File: config.mk
export PLATFORM = sky130hd
export DESIGN_NAME = miner_result_serializer
export DESIGN_NICKNAME = d
export VERILOG_FILES = /design/src/rtl/miner_result_serializer.sv
export SDC_FILE = /design/constraint.sdc
export NUM_CORES = 1
export LEC_CHECK = 0
export ABC_AREA = 1
export BUFFER_PORTS_ARGS = -buffer_cell sky130_fd_sc_hd__buf_2
export CAP_MARGIN = 40
export CORE_AREA = 2 2 151 212
export CTS_BUF_LIST = sky130_fd_sc_hd__clkbuf_16
export DETAILED_ROUTE_END_ITERATION = 12
export DIE_AREA = 0 0 153 214
export PLACE_DENSITY = 0.82
export SYNTH_ARGS = -nofsm -noshare
export SYNTH_HDL_FRONTEND = slang
export SYNTH_SLANG_ARGS = --single-unit
File: constraint.sdc
create_clock -name clk -period 1.41 [get_ports clk]
set_input_delay 0 -clock clk [delete_from_list [all_inputs] [get_ports clk]]
set_output_delay 0 -clock clk [all_outputs]
set_load 0.02 [all_outputs]
File: src/rtl/miner_result_serializer.sv
// ----------------------------------------------------------------------------
// miner_result_serializer
//
// Captures a miner result word {hash[255:0], nonce[31:0]} on the rising edge
// of send_data and streams it out MSB-first as NUM_BYTES bytes over a
// valid/ready byte interface toward the host-link transmitter.
//
// Handshake: byte_out/byte_valid form a strict valid/ready source. A byte
// transfers on a clock edge where byte_valid & byte_ready are both high. Once
// byte_valid is raised it stays high, with byte_out stable, until that byte
// is accepted. byte_ready is ignored while byte_valid is low.
//
// Ports:
//   clk         in   system clock
//   n_rst       in   asynchronous active-low reset
//   send_data   in   result-available level; its rising edge starts a frame
//   tx_data     in   DATA_WIDTH result word, sampled only on an accepted start
//   byte_ready  in   downstream accepts byte_out this cycle
//   byte_out    out  current byte (top byte of the shift register)
//   byte_valid  out  byte_out is valid
//   busy        out  high while a word is held or being sent
//   done        out  one-cycle pulse after the last byte is accepted
//   overrun     out  sticky; a start arrived while not IDLE and was dropped
//   state_dbg   out  current FSM state (IDLE=0, SEND=1, DONE=2)
//
// DATA_WIDTH must equal 8*NUM_BYTES.
// ----------------------------------------------------------------------------
module miner_result_serializer #(
  parameter int NUM_BYTES  = 36,
  parameter int DATA_WIDTH = 288
) (
  input  logic                  clk,
  input  logic                  n_rst,
  input  logic                  send_data,
  input  logic [DATA_WIDTH-1:0] tx_data,
  input  logic                  byte_ready,
  output logic [7:0]            byte_out,
  output logic                  byte_valid,
  output logic                  busy,
  output logic                  done,
  output logic                  overrun,
  output logic [1:0]            state_dbg
);

  localparam int CW = (NUM_BYTES > 1) ? $clog2(NUM_BYTES) : 1;
  localparam logic [CW-1:0] LAST_IDX = CW'(NUM_BYTES - 1);

  typedef enum logic [1:0] {
    IDLE = 2'd0,
    SEND = 2'd1,
    DONE = 2'd2
  } state_t;

  state_t                state_q;
  logic [DATA_WIDTH-1:0] shift_q;
  logic [CW-1:0]         count_q;
  logic                  send_q;
  logic                  byte_valid_q;
  logic                  busy_q;
  logic                  done_q;
  logic                  overrun_q;

  // A level held high for many cycles yields exactly one start.
  logic start;
  assign start = send_data & ~send_q;

  logic xfer;
  assign xfer = byte_valid_q & byte_ready;

  always_ff @(posedge clk or negedge n_rst) begin
    if (!n_rst) begin
      state_q      <= IDLE;
      shift_q      <= '0;
      count_q      <= '0;
      send_q       <= 1'b0;
      byte_valid_q <= 1'b0;
      busy_q       <= 1'b0;
      done_q       <= 1'b0;
      overrun_q    <= 1'b0;
    end else begin
      send_q <= send_data;
      done_q <= 1'b0;
      case (state_q)
        IDLE: begin
          if (start) begin
            shift_q      <= tx_data;
            count_q      <= '0;
            overrun_q    <= 1'b0;
            byte_valid_q <= 1'b1;
            busy_q       <= 1'b1;
            state_q      <= SEND;
          end
        end
        SEND: begin
          // The captured word is never disturbed by a late start.
          if (start) overrun_q <= 1'b1;
          if (xfer) begin
            shift_q <= {shift_q[DATA_WIDTH-9:0], 8'h00};
            if (count_q == LAST_IDX) begin
              byte_valid_q <= 1'b0;
              done_q       <= 1'b1;
              state_q      <= DONE;
            end else begin
              count_q <= count_q + CW'(1);
            end
          end
        end
        DONE: begin
          // A start on the DONE->IDLE edge is still dropped.
          if (start) overrun_q <= 1'b1;
          busy_q  <= 1'b0;
          state_q <= IDLE;
        end
        default: begin
          byte_valid_q <= 1'b0;
          busy_q       <= 1'b0;
          state_q      <= IDLE;
        end
      endcase
    end
  end

  // The top byte of the shift register is the byte on offer; it only moves
  // on a transfer, which keeps byte_out stable under backpressure.
  assign byte_out   = shift_q[DATA_WIDTH-1 -: 8];
  assign byte_valid = byte_valid_q;
  assign busy       = busy_q;
  assign done       = done_q;
  assign overrun    = overrun_q;
  assign state_dbg  = state_q;

endmodule

# --- After elaboration in Yosys (flattened, before gate mapping) ---
# Cells that the tools add are included.
classes:
  n_mux: 21
  bitwise_logic: 5
  reduce_logical: 10
  add_sub_neg: 1
  n_eq_ne: 8
op_table:
  columns: ["operator", "n"]
  rows:
  - ["2-to-1 mux 288 bit", 2]
  - ["one-hot mux 288 bit (2 select lines)", 1]
  - ["2-to-1 mux 6 bit", 3]
  - ["one-hot mux 6 bit (2 select lines)", 1]
  - ["AND reduction 3 bit", 3]
  - ["!= test 2 bit, second input constant", 4]
  - ["AND reduction 4 bit", 2]
  - ["2-to-1 mux 1 bit", 7]
  - ["adder 6 x 1 -> 6 bit, second input constant", 1]
  - ["equality test 6 bit, second input constant", 1]
  - ["2-to-1 mux 2 bit", 3]
  - ["one-hot mux 1 bit (2 select lines)", 2]
  - ["one-hot mux 2 bit (2 select lines)", 1]
  - ["nonzero test 2 bit", 2]
  - ["inverter 1 bit", 3]
  - ["one-hot mux 1 bit (3 select lines)", 1]
  - ["AND 1 bit", 2]
  - ["equality test 2 x 1 -> 1 bit, second input constant", 1]
  - ["equality test 2 bit, second input constant", 1]
  - ["zero test 2 bit", 1]
  - ["!= test 2 x 1 -> 1 bit, second input constant", 1]
  - ["AND reduction 2 bit", 1]
  - ["OR reduction 2 bit", 1]
word_totals:
  out_inout_bits: 14
  inputBits: 292
  reg_bits: 301
  elab_cells: 53

# --- Logic depth before layout (Yosys ltp) ---
# Gate-level depths: netlist of the first run.
depth:
  depth_word: 4
  depth_mapped: 11
  ltp_nobuf: 9

# --- Least setup slack after synthesis of the first run ---
# Ideal clock, no wire load.
synth_path:
  kind: "reg2reg"
  startpoint: "register state_q[1] (netlist: state_dbg[1])"
  endpoint: "register shift_q[264]"
  setup_time_ns: 0.130
  path_stages_with_launch: 12
  slack_ns: -0.307
  arrival_ns: 1.586
  synth_period_minus_slack_ns: 1.717
  path_cell_list: "dfrtp_1 -> inv_1 -> ha_1 -> buf_6 -> nand2_1 -> nand2_2 -> inv_4 -> nand2_8 -> buf_6 -> buf_2 -> nand2_1 -> o21ai_1"
synth_between:
  elab_chain_len: 3
synth_lines:
  columns: ["item", "line_no", "rtl"]
  rows:
  - ["start: declaration", "54", "state_t state_q;"]
  - ["start signal: assignment", "72", "state_q <= IDLE;"]
  - ["start signal: assignment", "91", "state_q <= SEND;"]
  - ["start signal: assignment", "102", "state_q <= DONE;"]
  - ["equality test 2 x 1 -> 1 bit / zero test 2 bit (equally long branches)", "83", "case (state_q)"]
  - ["!= test 2 bit (no line) / nonzero test 2 bit (equally long branches)", null, null]
  - ["AND reduction 3 bit (no line)", null, null]
  - ["end signal: assignment", "86", "shift_q <= tx_data;"]
  - ["end signal: assignment", "98", "shift_q <= {shift_q[DATA_WIDTH-9:0], 8'h00};"]
  - ["end: declaration", "55", "logic [DATA_WIDTH-1:0] shift_q;"]
# Several ways; a longest one is shown, not always the timed one.
# A chain may end at the register's enable or synchronous reset.

# --- Worst setup path after layout of the first run ---
layout_path:
  startpoint: "register state_q[1] (netlist: state_dbg[1])"
  endpoint: "register shift_q[97]"
# Same word-level chain as after synthesis.

==> run metrics, run 1 <==
met2 Use GR=0.536; Initial Utilization=0.455; GRT Total Usage=0.305; largest net degree at the start of global routing=54; fillers=1691; maximum vdd drop=1.55 mV; final setup margin=-0.539 ns; Startpoint Class=flip-flop; critical-path cell list=inv_4 > ha_4 > buf_12 > buf_8 > mux2i_1 > o21ai_2; CP max stage cell=mux2i_1; chip height=214 um; WL per Instance=26.0 um; outcome=finished, violations left; Layout Skew=0.0253 ns; cell count after synthesis=1349; f_max=513 MHz; number of synthesized register bits=301; Buffers on Ports=305; clock sinks=301; total global routing overflow=0; DRT iter0 DRCs=1376; Max clock buf depth=3; Worst Hold Class=in2reg; number of global-route vias before repair=14900; TritonCTS clock tree=done; delay of the slowest critical-path stage=0.57 ns; Worst EP required=1.85 ns; DR pass1 iterations=6; die width=153 um; Crit Path Class=reg2reg; post-route ant nets=0; critical path arrival=2.39 ns; Die ar.=32700 um^2; failing checks=negative setup slack; post-detail-place hpwl=25800 um; share of layout cells above drive strength 1=0.356; Pwr Density=2620 nW/um^2; DRC errors left=0; GRT busiest layer=met2; final slew viol count=0; CP Capture Type=flip-flop; Synthesized Nets=1645; vias per inst=6.02; library cells used by synthesis=20; routed vias=14900; min Tclk post-route=1.95 ns; first-pass GRT wire length=79300 um; Placer Congestion=0.828; yosys warns=0; area grow syn2layout=64.6%; worst slew pin tran=0.619 ns; insertion delay to the later sink of the worst-skew pair=0.59 ns; Final Setup Violations=297; clk slew on worst S/H paths=0.07 ns; Clock H-tree levels=1; clk root buf=clkbuf_16; unrepaired setup endpoints after global routing=yes; # rows=76; pre-CTS WS=-0.261 ns; routing usage on met3=0.0591; Core ar.=30700 um^2; Final Hold Violating Endpoints=0; Mapped Avg Cell Area=10.4 um^2; antenna violations before repair=14; fin crit share=1.38; leak pwr=10.8 nW; Num CTS Buffers=30; final net count=2346; Top Ports=306; Min Hold Slack=0.106 ns; critical path's top delay family=multiplexers; met1 global-route usage=0.327; crit path buf inv count=3; final wirelength=64400 um; sequential fraction of the synthesis area=0.539; Max-Cap Viols=0; Post-Syn Area=14000 um^2; Worst slew margin=0.575; maximum fanout along the worst path=13
per-stage QoR:
step | power, mW | std cells | cell area [um^2] | setup TNS, ns | utilization
2_1_floorplan | 30.9 | 1349 | 14300 | -46.31 | -
3_3_place_gp | 34.2 | 2033 | 16300 | -47.51 | 0.531
3_5_place_dp | 35.2 | 2033 | 16300 | -55.41 | 0.531
4_1_cts | 46.6 | 2405 | 20800 | -62.07 | 0.678
5_1_grt | 62.3 | 2473 | 23000 | -84.81 | 0.748
6_report | 60.2 | 2477 | 23000 | -71.17 | 0.749
cell usage after synthesis:
library cell / instances / area [um^2]
nand2_1: 335 / 1260
dfrtp_1: 301 / 7530
mux2i_1: 280 / 2800
o21ai_1: 272 / 1360
buf_2: 58 / 290
buf_6: 24 / 270
buf_4: 16 / 120
nand3_1: 14 / 70.1
o21ai_0: 14 / 70.1
inv_1: 11 / 41.3
nor2_1: 7 / 26.3
clkbuf_1: 5 / 18.8
ha_1: 4 / 50.1
nand4_1: 2 / 12.5
inv_2: 1 / 3.75
inv_4: 1 / 6.26
nand2_2: 1 / 6.26
nand2_8: 1 / 20.0
nor3_1: 1 / 5.00
xor2_1: 1 / 8.76
where the power goes:
group / internal [mW] / switching, mW
clock: 4.06 / 3.74
sequential: 12.9 / 3.83
combinational: 17.6 / 18.1
sequential cells by signal, summed over array words and instances, names as in the netlist:
| register | cells |
|---|---|
| done | 1 |
| shift_q | 288 |
| byte_valid | 1 |
| state_dbg | 2 |
| count_q | 6 |
| send_q | 1 |
| busy | 1 |
| overrun | 1 |
per-layer routing:
layer | vias up | part of all wire
met3 | 555 | 0.092
met4 | 4 | 0.10
met1 | 7028 | 0.32
met2 | 1273 | 0.48
met5 | - | 0.00042
li1 | 6045 | -
cells by family (layout without fill, tap and decap cells):
group	Yosys count	count (layout)	share of synthesized area
XOR/XNOR	1	1	0.000627
other	0	14	0
AO/OA/AOI/OAI	286	286	0.102
AND/OR/NAND/NOR	361	362	0.100
multiplexers	280	280	0.201
adder cells (fa/ha/maj)	4	4	0.00358
buffers and inverters	116	839	0.0537
flip-flops	301	301	0.539
final timing paths:
check	from	end	slack, ns	depth (start not counted)
max in group asynchronous	n_rst	shift_q[241]	0.14	4
min in group asynchronous	n_rst	shift_q[196]	0.51	3
setup / recovery	state_dbg[1]	shift_q[97]	-0.54	6
hold reg to reg	shift_q[6]	shift_q[6]	0.48	2
hold / removal	send_data	send_q	0.11	2
setup reg to reg	state_dbg[1]	shift_q[97]	-0.54	6
layout by cell type (no fill, tap or decap), types with 30 or more instances in the layout:
cell type | synthesis | layout
o21ai_1 | 272 | 196
nand2_2 | 1 | 61
nand2_1 | 335 | 254
clkbuf_16 | 0 | 59
mux2i_2 | 0 | 30
dlygate4sd3_1 | 0 | 292
buf_4 | 16 | 51
mux2i_1 | 280 | 235
buf_2 | 58 | 304
o21ai_2 | 0 | 76
dfrtp_1 | 301 | 299
area by class of cell:
class	instances	area, um^2	area share
antenna	14	35.0	0.00152
timing repair buffer	771	7300	0.317
inverter	13	63.8	0.00277
clock inverter	25	155	0.00675
clock buffer	30	751	0.0326
multi-input combinational	933	6670	0.290
tap	390	488	0.0212
sequential	301	7530	0.328
what timing repair did:
item,4_1_cts,5_1_grt
gates resized for setup,61,287
setup buffers,13,19
endpoints found under the setup margin,296,297
gates cloned,12,44
hold buffers,292,0
endpoints found under the hold margin,593,0
pin swaps,0,3
No activity file was read; power rests on OpenSTA's default activity.
==> run 2: changes to the inputs <==
--- a/config.mk
+++ b/config.mk
@@ -12,6 +12,7 @@
 export CTS_BUF_LIST = sky130_fd_sc_hd__clkbuf_16
 export DETAILED_ROUTE_END_ITERATION = 12
 export DIE_AREA = 0 0 153 214
+export MAX_ROUTING_LAYER = met4
 export PLACE_DENSITY = 0.82
 export SYNTH_ARGS = -nofsm -noshare
 export SYNTH_HDL_FRONTEND = slang
==> run 2 against run 1 <==
Setup slack improved by 0.098 ns. The run still ends with negative setup slack left. Clock skew decreased by 0.0046 ns. Power shrank 9.3%. Die area did not move. Cell area decreased by 4.7%. Clock power down 0.6%. Clock-buffer cell count is the same. Register-to-register slack improved by 0.098 ns. Largest power group unchanged. Non-clock buffer count shrank 28. Cell count shrank 1.2%. First-iteration DRC count decreased by 7.9%. Sequential cell count unchanged.
==> run metrics, run 2 (same netlist as run 1, synthesis figures left out) <==
Max-Cap Viols=0 (unchanged); total global routing overflow=0 (unchanged); Worst Hold Class=in2reg (unchanged); DRC errors left=0 (unchanged); worst slew pin tran=0.526 ns (was 0.619 ns); Layout Skew=0.0207 ns (was 0.0253 ns); share of layout cells above drive strength 1=0.306 (was 0.356); die width=153 um (unchanged); number of flip-flops in the largest register=288 (unchanged); pre-CTS WS=-0.261 ns (unchanged); Clock H-tree levels=1 (unchanged); final slew viol count=0 (unchanged); final wirelength=58200 um (was 64400 um); antenna violations before repair=12 (was 14); Top Ports=306 (unchanged); reg2reg end=shift_q[92] (was shift_q[97]); final net count=2317 (was 2346); clk slew on worst S/H paths=0.08 ns (was 0.07 ns); outcome=finished, violations left (unchanged); maximum vdd drop=1.47 mV (was 1.55 mV); commonest non-fill, non-tap cell in the layout=buf_2 (unchanged); final setup margin=-0.442 ns (was -0.539 ns); R2R Path Start=state_dbg[1] (unchanged); CP Capture Type=flip-flop (unchanged); unrepaired setup endpoints after global routing=yes (unchanged); Final TNS setup=-67.62 ns (was -71.17 ns); commonest non-fill, non-tap cells in the layout=buf_2, dfrtp_1, nand2_1, dlygate4sd3_1, mux2i_1 (was buf_2, dfrtp_1, dlygate4sd3_1, nand2_1, mux2i_1); leak pwr=10.4 nW (was 10.8 nW); TritonCTS clock tree=done (unchanged); DP Area=16300 um^2 (unchanged); f_max=540 MHz (was 513 MHz); Final Instance Area=21900 um^2 (was 23000 um^2); worst hold path endpoint=send_q (unchanged); Cells after DPL=2033 (unchanged); maximum fanout along the worst path=11 (was 13); Worst EP required=1.86 ns (was 1.85 ns); Max clock buf depth=3 (unchanged); Placer Congestion=0.840 (was 0.828); Core ar.=30700 um^2 (unchanged); hold wc startpoint=send_data (unchanged); R2R depth=6 (unchanged); Layout Utilization=0.714 (was 0.749); Crit Path Class=reg2reg (unchanged); min Tclk post-route=1.85 ns (was 1.95 ns); reg2reg setup slack=-0.44 ns (was -0.54 ns); Reg with most FFs=shift_q (unchanged); Initial Utilization=0.455 (unchanged); GRT Total Usage=0.315 (was 0.305); clk root buf=clkbuf_16 (unchanged); post-detail-place hpwl=25800 um (unchanged); routed vias=14300 (was 14900); # rows=76 (unchanged); chip height=214 um (unchanged); WHS Path Cells=2 (unchanged); Pwr Density=2490 nW/um^2 (was 2620 nW/um^2); first-pass GRT wire length=79600 um (was 79300 um); area grow syn2layout=56.9% (was 64.6%); insertion delay to the later sink of the worst-skew pair=0.58 ns (was 0.59 ns); number of global-route vias before repair=14900 (about the same); non-filler instance count after layout=2447 (was 2477); DR pass1 iterations=6 (unchanged); Buffers on Ports=305 (unchanged); largest net degree at the start of global routing=54 (unchanged); Die ar.=32700 um^2 (unchanged); Startpoint Class=flip-flop (unchanged); Worst slew margin=0.643 (was 0.575); Num CTS Buffers=30 (unchanged); fin crit share=1.31 (was 1.38); WL per Instance=23.8 um (was 26.0 um); Final Hold Violating Endpoints=0 (unchanged); failing checks=negative setup slack (unchanged); clock sinks=301 (unchanged); DRT iter0 DRCs=1267 (was 1376); Final Setup Violations=297 (unchanged); critical path arrival=2.30 ns (was 2.39 ns); vias per inst=5.85 (was 6.02); post-route ant nets=0 (unchanged)
run 2: what timing repair did:
action,in CTS,in global routing
hold endpoints to repair,593,0
hold buffers,292,0
pin swaps,0,1
setup endpoints to repair,296,297
gates cloned,12,23
buffers inserted,13,8
resized for setup,61,143
run 2: per-stage QoR:
stage          hold WS (ns)  total power [mW]
2_1_floorplan        -0.296              30.9
3_3_place_gp        -0.0558              34.2
3_5_place_dp        -0.0554              35.2
4_1_cts              0.0729              46.6
5_1_grt               0.121              57.0
6_report              0.102              54.6
run 2: cell type report:
cell class	instances	area (um^2)
sequential	301	7530
clock buffer	30	751
clock inverter	25	155
tap	390	488
fill	1810	8790
multi-input combinational	932	6210
antenna	13	32.5
inverter	13	53.8
timing repair buffer	743	6700
run 2: report_power, final:
group,switching (mW),internal (mW),total [mW]
Sequential,3.30,12.9,16.2
Clock,3.68,4.06,7.74
Combinational,15.9,14.8,30.6
run 2: metal layers:
layer	vias to the layer above	wire (um)	global-route usage
met5	-	0	-
met4	0	5510	0.214
met3	454	4690	0.0603
met2	1079	28800	0.537
met1	6771	19200	0.329
li1	6001	-	-
run 2: critical path, stage by stage (launching register included):
cell	delay (ns)
dfrtp_2	0.42
inv_4	0.08
ha_4	0.19
buf_12	0.19
buf_6	0.20
mux2i_2	0.51
o21ai_4	0.10
run 2: how the worst max path moves through the flow:
stage | start | cells after the start | endpoint | slack, ns
final | state_dbg[1] | 6 | shift_q[92] | -0.44
after detailed placement | state_dbg[0] | 10 | shift_q[111] | -0.26
after global placement | state_dbg[0] | 10 | shift_q[103] | -0.20
after floorplan | state_dbg[1] | 11 | shift_q[100] | -0.17
after CTS | state_dbg[1] | 10 | shift_q[111] | -0.27
after global routing | state_dbg[1] | 6 | shift_q[92] | -0.45
